File: config.mk
export PLATFORM = sky130hd
export DESIGN_NAME = tone_period_meter
export DESIGN_NICKNAME = d
export VERILOG_FILES = /design/src/rtl/tone_period_meter.sv
export SDC_FILE = /design/constraint.sdc
export NUM_CORES = 1
export LEC_CHECK = 0
export CORE_MARGIN = 1.5
export CORE_UTILIZATION = 59
export DETAILED_ROUTE_END_ITERATION = 8
export DONT_BUFFER_PORTS = 1
export PLACE_DENSITY = 0.78
export SYNTH_ARGS = -nofsm -noshare
export SYNTH_HDL_FRONTEND = slang
export SYNTH_SLANG_ARGS = --single-unit
export TNS_END_PERCENT = 5
File: constraint.sdc
create_clock -name clk -period 4.67 [get_ports clk]
set_input_delay 0.467 -clock clk [delete_from_list [all_inputs] [get_ports clk]]
set_output_delay 0.467 -clock clk [all_outputs]
set_load 0.02 [all_outputs]
File: src/rtl/tone_period_meter.sv
// rtl/tone_period_meter.sv - period / high-time meter and steady-tone detector
//
// Purpose: samples an asynchronous square wave on clk and measures the
// rising-to-rising period and the high time in clk cycles. It flags a steady
// tone once enough consecutive periods agree within a tolerance.
//
// Ports:
//   clk         system clock, rising edge
//   reset       asynchronous active-low reset
//   toneIn      asynchronous square-wave input
//   period      last measured period in clk cycles (0 when no tone)
//   highTime    clk cycles the input was high during that period
//   periodValid one-cycle pulse when period/highTime update
//   toneActive  steady tone present
module tone_period_meter #(
  parameter int PERIOD_W = 24,
  parameter int TIMEOUT  = 1000000,
  parameter int STABLE_N = 4,
  parameter int TOL      = 2
) (
  input  logic                clk,
  input  logic                reset,
  input  logic                toneIn,
  output logic [PERIOD_W-1:0] period,
  output logic [PERIOD_W-1:0] highTime,
  output logic                periodValid,
  output logic                toneActive
);

  localparam int SC_W = $clog2(STABLE_N + 1);
  localparam logic [PERIOD_W-1:0] CNT_LAST = PERIOD_W'(TIMEOUT - 1);
  localparam logic [PERIOD_W:0]   TOL_EXT  = (PERIOD_W + 1)'(TOL);
  localparam logic [SC_W-1:0]     SC_MAX   = SC_W'(STABLE_N);

  typedef enum logic {
    IDLE    = 1'b0,
    MEASURE = 1'b1
  } state_t;

  state_t              state;
  logic                s1, s2, s3;
  logic                rise;
  logic [PERIOD_W-1:0] cnt;
  logic [PERIOD_W-1:0] hcnt;
  logic [SC_W-1:0]     stableCnt;

  logic [PERIOD_W-1:0] newPeriod;
  logic [PERIOD_W:0]   newExt;
  logic [PERIOD_W:0]   prevExt;
  logic [PERIOD_W:0]   diff;
  logic [SC_W-1:0]     nextStable;

  // Every edge passes through the same three flops, so the fixed latency
  // cancels out of both the period and the high-time measurement.
  assign rise = s2 & ~s3;

  // The period register still holds the previous measurement while in
  // MEASURE, so it doubles as the reference for the stability comparison.
  // stableCnt==0 marks the first period after IDLE or reset.
  always_comb begin
    newPeriod  = cnt + 1'b1;
    newExt     = {1'b0, newPeriod};
    prevExt    = {1'b0, period};
    diff       = (newExt >= prevExt) ? (newExt - prevExt) : (prevExt - newExt);
    nextStable = stableCnt;
    if (stableCnt == '0) begin
      nextStable = SC_W'(1);
    end else if (diff <= TOL_EXT) begin
      nextStable = (stableCnt == SC_MAX) ? SC_MAX : stableCnt + 1'b1;
    end else begin
      nextStable = SC_W'(1);
    end
  end

  always_ff @(posedge clk or negedge reset) begin
    if (!reset) begin
      s1          <= 1'b0;
      s2          <= 1'b0;
      s3          <= 1'b0;
      state       <= IDLE;
      cnt         <= '0;
      hcnt        <= '0;
      stableCnt   <= '0;
      period      <= '0;
      highTime    <= '0;
      periodValid <= 1'b0;
      toneActive  <= 1'b0;
    end else begin
      s1          <= toneIn;
      s2          <= s1;
      s3          <= s2;
      periodValid <= 1'b0;

      case (state)
        IDLE: begin
          // First edge only establishes the reference; nothing to report.
          if (rise) begin
            state <= MEASURE;
            cnt   <= '0;
            hcnt  <= PERIOD_W'(1);
          end
        end

        MEASURE: begin
          // A rise on the timeout cycle still wins and is measured.
          if (rise) begin
            period      <= newPeriod;
            highTime    <= hcnt;
            periodValid <= 1'b1;
            stableCnt   <= nextStable;
            toneActive  <= (nextStable == SC_MAX);
            cnt         <= '0;
            hcnt        <= PERIOD_W'(1);
          end else if (cnt == CNT_LAST) begin
            state      <= IDLE;
            period     <= '0;
            highTime   <= '0;
            stableCnt  <= '0;
            toneActive <= 1'b0;
            cnt        <= '0;
            hcnt       <= '0;
          end else begin
            cnt  <= cnt + 1'b1;
            hcnt <= hcnt + PERIOD_W'(s2);
          end
        end

        default: state <= IDLE;
      endcase
    end
  end

endmodule

==> results of run 1 <==
[registers in the layout, indices dropped and copies added (netlist names)]
name         cells
highTime        24
stableCnt        3
state            1
s1               1
period          24
periodValid      1
s2               1
cnt             24
toneActive       1
hcnt            24
s3               1
[critical path: cells and delay by family, from the launching register on]
family / cells / cell delay, ns
simple gates: 11 / 2.29
compound gates: 4 / 0.76
flops: 1 / 0.35
fa+ha+maj: 1 / 0.32
buf+inv: 3 / 0.53
xor+xnor: 1 / 0.17
[placed cells by master, fill, tap and decap left out, types with 19 or more instances in the layout]
master	n
ha_1	42
nand2_1	121
and3_1	19
inv_1	57
dfrtp_1	104
a22o_1	32
o21ai_0	106
a21oi_1	48
buf_4	75
nor2_1	63
[timing repair]
item                                   in CTS  in global routing
endpoints found under the hold margin     105                  0
hold buffers                                1                  0
setup buffers                               0                  5
resized for setup                           4                 50
pin swaps                                   0                 18
setup endpoints to repair                   4                  4
[power breakdown]
| group | internal [W] | switching [W] |
|---|---|---|
| Sequential | 0.000964 | 0.0000975 |
| Combinational | 0.00139 | 0.00171 |
| Clock | 0.000413 | 0.000342 |
| Total | 0.00277 | 0.00215 |
[layer usage]
metal	GRT usage, %	up-vias	wire, um
met5	0	-	0
met4	14.70	0	835
met3	4.789	57	1083
met2	51.66	247	9932
met1	42.17	3461	9456
li1	-	3378	-
[layout make-up]
| type | count | area (um^2) |
|---|---|---|
| Timing Repair Buffer | 77 | 601.8 |
| Fill cell | 996 | 3732 |
| Clock inverter | 4 | 52.55 |
| Inverter | 59 | 221.5 |
| Multi-Input combinational cell | 717 | 4938 |
| Sequential cell | 105 | 2629 |
| Tap cell | 172 | 215.2 |
| Clock buffer | 10 | 229.0 |
[stage by stage]
stage	TNS (ns)	power, W	setup slack [ns]
after CTS	0	0.004696	0.03028
after floorplan	0	0.003094	0.02102
after detailed placement	-0.09149	0.003883	-0.03661
after global placement	0	0.003887	0.04794
final	0	0.004921	0.1414
after global routing	-0.2247	0.005210	-0.08029
[logic make-up (layout without fill, tap and decap cells)]
logic type      Yosys count  after routing  synth area share, %
flops                   105            105                34.35
simple gates            318            318                19.76
fa+ha+maj                55             55                9.194
mux                       8              8                1.047
xor+xnor                 42             42                4.809
compound gates          294            294                25.23
buf+inv                 106            150                5.611
[worst min-delay path by stage]
stage,cells past startpoint,end,slack [ns],start
2_1_floorplan,0,cnt[0]$_DFFE_PN0P_,0.17,reset
3_3_place_gp,0,highTime[21]$_DFFE_PN0P_,0.17,reset
3_5_place_dp,0,highTime[22]$_DFFE_PN0P_,0.17,reset
4_1_cts,1,period[15]$_DFFE_PN0P_,0.07,reset
5_1_grt,1,cnt[9]$_DFFE_PN0P_,0.10,reset
6_report,1,cnt[1]$_DFFE_PN0P_,0.06,reset
==> flow_metrics.env, run 1 <==
export IMPL_post_route_util_pct=70.42
export IMPL_r2r_end="stableCnt[0]$_DFFE_PN0P_"
export IMPL_detail_route_antenna_nets=0
export IMPL_placed_area_um2=8239
export IMPL_drcViolationCount=0
export IMPL_fin_area_um2=8887
export IMPL_synthArstFlopShare_pct=100.0
export IMPL_ys_types=75
export IMPL_die_h_um=116.9
export IMPL_row_count=41
export IMPL_port_buffers=0
export IMPL_netlist_area_um2=7649
export IMPL_initial_core_util_pct=60.61
export IMPL_drive_gt1_share_pct=16.36
export IMPL_hold_class="input port to async pin"
export IMPL_avgSynthCellArea_um2=8.242
export IMPL_p_leak_nw=4.214
export IMPL_crit_start="cnt[3]$_DFFE_PN0P_"
export IMPL_synth_top_area_share_pct=34.35
export IMPL_grt_max_degree=106
export IMPL_gp_congestion=0.9665
export IMPL_cts_sinks=105
export IMPL_cts_clk_slew_worst_paths_ns=0.08
export IMPL_synth_fp_nets=986
export IMPL_crit_type="register to register"
export IMPL_cts_buffers=9
export IMPL_hpwl_um=15610
export IMPL_worstPathMaxFanout=7
export IMPL_crit_path_max_incr_delay_ns=0.43
export IMPL_grt_pass1_vias=6782
export IMPL_cp_slowest_cell="or4_1"
export IMPL_worstPathArrival_ns=4.78
export IMPL_hold_violations=0
export IMPL_status="complete, no violations"
export IMPL_grt_pass1_wl_um=33680
export IMPL_period_share_pct=96.97
export IMPL_slew_headroom_pct=29.57
export IMPL_cp_endpoint="stableCnt[0]$_DFFE_PN0P_"
export IMPL_worstSetupStartpointType="register"
export IMPL_cp_cell_sequence="and3_4 > and3_4 > and2_4 > nand3_2 > nor2_4 > and3_1 > and3_4 > xnor2_1 > inv_1 > ha_4 > nand4_1 > buf_4 > a2111oi_4 > buf_4 > o32ai_2 > or4_1 > a22o_1 > nor4_4 > nand3_1 > a22o_1"
export IMPL_yosys_top_cells_area="dfrtp_1 (34%), ha_1 (8.7%), o21ai_0 (6.9%)"
export IMPL_final_cells=1144
export IMPL_clock_skew_ns=0.01290
export IMPL_synth_seq_cells=105
export IMPL_first_iter_violations=514
export IMPL_insertion_delay_ns=0.36
export IMPL_crit_required_ns=4.92
export IMPL_whs_ns=0.05651
export IMPL_yosysWarnings=0
export IMPL_drt_vias_per_instance=6.244
export IMPL_syn_inst=928
export IMPL_antennaDiodeCount=0
export IMPL_coreArea_um2=12620
export IMPL_report_final_setup_viol=0
export IMPL_powerDensity_nw_per_um2=553.7
export IMPL_yosysMostFrequentCell="nand2_1"
export IMPL_cap_violations=0
export IMPL_end_kind="register"
export IMPL_area_growth_pct=16.19
export IMPL_cts_tree="done"
export IMPL_gr_total_overflow=0
export IMPL_reg2reg_setup_slack_ns=0.14
export IMPL_wl_per_cell_um=18.63
export IMPL_cts_root_buf="clkbuf_16"
export IMPL_cp_common_cell="and3_4"
export IMPL_die_area_um2=13660
export IMPL_slew_violations=0
export IMPL_antenna_found_initial=0
export IMPL_htree_levels=3
export IMPL_num_io_pins=53
export IMPL_die_w_um=116.9
export IMPL_synth_common_cells="nand2_1 (123), o21ai_0 (106), dfrtp_1 (105), nor2_1 (70), inv_1 (58)"
export IMPL_period_minus_slack_ns=4.529
export IMPL_ys_flop_type="dfrtp_1"
export IMPL_r2r_start="cnt[3]$_DFFE_PN0P_"
export IMPL_grtUsageTotal_pct=31.78
export IMPL_vias=7143
export IMPL_tightest_slew_ns=1.053
export IMPL_yosysTopAreaCell="dfrtp_1"
export IMPL_nets=1027
export IMPL_synth_edff_count=0
export IMPL_peakVddDrop_mv=0.3681
export IMPL_cts_buffer_depth=2
export IMPL_fmax_mhz=220.8
export IMPL_dp_cells=1124
export IMPL_routed_wl_um=21310
export IMPL_yosysSeqAreaShare_pct=34.35
export IMPL_drt_pass1_iterations=5
export IMPL_r2r_cells=20
Note: power is estimated with default switching activity, not from simulation.
==> run 2: changes to the inputs <==
--- a/config.mk
+++ b/config.mk
@@ -6,10 +6,10 @@
 export NUM_CORES = 1
 export LEC_CHECK = 0
 export CORE_MARGIN = 1.5
-export CORE_UTILIZATION = 59
+export CORE_UTILIZATION = 50
 export DETAILED_ROUTE_END_ITERATION = 8
 export DONT_BUFFER_PORTS = 1
-export PLACE_DENSITY = 0.78
+export PLACE_DENSITY = 0.68
 export SYNTH_ARGS = -nofsm -noshare
 export SYNTH_HDL_FRONTEND = slang
 export SYNTH_SLANG_ARGS = --single-unit
==> flow_metrics.env, run 2 (synthesized netlist as in run 1, its figures left out) <==
export IMPL_status="complete, no violations"
export IMPL_fmax_mhz=220.5
export IMPL_cp_cell_sequence="and3_4 > and3_4 > and2_4 > nand3_2 > nor2_4 > and3_1 > and3_4 > xnor2_2 > inv_2 > ha_4 > nand4_1 > nor2_2 > buf_4 > a22o_1 > a311oi_2 > xnor2_1 > or4_1 > a22o_1 > nor4_4 > nand3_1 > a22o_1"
export IMPL_crit_required_ns=4.91
export IMPL_cts_clk_slew_worst_paths_ns=0.07
export IMPL_die_area_um2=16050
export IMPL_path_buf_inv=2
export IMPL_cts_buffer_depth=2
export IMPL_antenna_found_initial=0
export IMPL_routed_wl_um=20930
export IMPL_slew_headroom_pct=28.71
export IMPL_period_share_pct=97.13
export IMPL_wl_per_cell_um=17.97
export IMPL_cp_slowest_cell="or4_1"
export IMPL_final_seq_area_um2=2628
export IMPL_setup_tns_ns=0
export IMPL_slew_violations=0
export IMPL_coreArea_um2=15090
export IMPL_grtUsageTotal_pct=26.28
export IMPL_grt_max_degree=106
export IMPL_drt_pass1_iterations=5
export IMPL_crit_type="register to register"
export IMPL_multi_input_area_um2=4851
export IMPL_worstSetupStartpointType="register"
export IMPL_cts_buffers=9
export IMPL_grt_pass1_wl_um=33860
export IMPL_report_final_setup_viol=0
export IMPL_p_leak_nw=4.207
export IMPL_htree_levels=3
export IMPL_cts_root_buf="clkbuf_16"
export IMPL_n_fill_cell=1362
export IMPL_crit_path_max_incr_delay_ns=0.53
export IMPL_whs_ns=0.004855
export IMPL_power_w=0.004787
export IMPL_insertion_delay_ns=0.35
export IMPL_drcViolationCount=0
export IMPL_gp_congestion=0.9715
export IMPL_period_minus_slack_ns=4.536
export IMPL_nets=1030
export IMPL_cap_violations=0
export IMPL_first_iter_violations=456
export IMPL_critPathTopFamily="simple AND/OR/NAND/NOR gates"
export IMPL_cts_sinks=105
export IMPL_end_kind="register"
export IMPL_grt_pass1_vias=6585
export IMPL_dp_slack_ns=0.01586
export IMPL_hold_class="input port to async pin"
export IMPL_port_buffers=0
export IMPL_vias=6915
export IMPL_worstPathArrival_ns=4.78
export IMPL_fin_ws_ns=0.1342
export IMPL_worstPathMaxFanout=7
export IMPL_powerDensity_nw_per_um2=541.7
export IMPL_detail_route_antenna_nets=0
export IMPL_num_io_pins=53
export IMPL_tightest_slew_ns=1.066
export IMPL_drt_vias_per_instance=5.936
export IMPL_die_h_um=126.7
export IMPL_antennaDiodeCount=0
export IMPL_initial_core_util_pct=50.69
export IMPL_drive_gt1_share_pct=16.17
export IMPL_hold_violations=0
export IMPL_rsz0062_at_grt="yes"
export IMPL_die_w_um=126.7
export IMPL_clock_skew_ns=0.01025
export IMPL_peakVddDrop_mv=0.3333
export IMPL_final_cell_mix="nand2_1 (120), o21ai_0 (106), dfrtp_1 (105)"
export IMPL_hpwl_um=15840
export IMPL_row_count=45
export IMPL_final_common_cell="nand2_1"
export IMPL_area_growth_pct=15.52
export IMPL_gr_total_overflow=0
export IMPL_cts_tree="done"
[run 2: changes by cell type in the layout (fill, tap and decap cells not counted), sizes merged]
cell,delta
buf,+3
clkinvlp,+2
clkinv,+1
bufinv,-1
[run 2: stage by stage]
stage / area, um^2 / util (%) / std cells
floorplan: 7694 / - / 928
global placement: 8304 / 55.03 / 1146
detailed placement: 8304 / 55.03 / 1146
finish: 8836 / 58.56 / 1165
global route: 8836 / 58.56 / 1165
CTS: 8612 / 57.07 / 1163
[run 2: final timing paths]
| check | from | endpoint | slack [ns] | cells past startpoint |
|---|---|---|---|---|
| min in group clk | toneIn | s1$_DFF_PN0_ | 0.13 | 0 |
| min reg2reg | s1$_DFF_PN0_ | s2$_DFF_PN0_ | 0.36 | 0 |
| min | reset | highTime[22]$_DFFE_PN0P_ | 0.005 | 1 |
| max in group asynchronous | reset | cnt[19]$_DFFE_PN0P_ | 4.21 | 1 |
| max | cnt[3]$_DFFE_PN0P_ | stableCnt[0]$_DFFE_PN0P_ | 0.13 | 21 |
| max reg2reg | cnt[3]$_DFFE_PN0P_ | stableCnt[0]$_DFFE_PN0P_ | 0.13 | 21 |
[run 2: power breakdown]
part           total, W  leakage (nW)  internal, W  switching, W
combinational   0.00301          2.64      0.00134       0.00167
clock          0.000720         0.133     0.000369      0.000351
sequential      0.00105          1.43     0.000964     0.0000903
[run 2: area by class of cell]
type / instances / area share, %
clock buffers: 10 / 2.591
flip-flops and latches: 105 / 29.74
multi-input cells: 717 / 54.90
well taps: 188 / 2.662
repair buffers: 80 / 7.024
clock inverters: 6 / 0.5806
inverters: 59 / 2.506
[run 2: timing repair]
action                                  4_1_cts  5_1_grt
endpoints found under the hold margin       105        0
pin swaps                                     1       14
cloned                                        0        0
buffers inserted                              0        2
hold buffers                                  1        0
gates resized for setup                       0       41
endpoints found under the setup margin        2        4
[run 2: metal layers]
metal  track usage [%]  part of all wire, %
met5                 0                    0
met4             10.76                  3.2
met3             3.248                  3.5
met2             43.07                   47
met1             35.53                   46
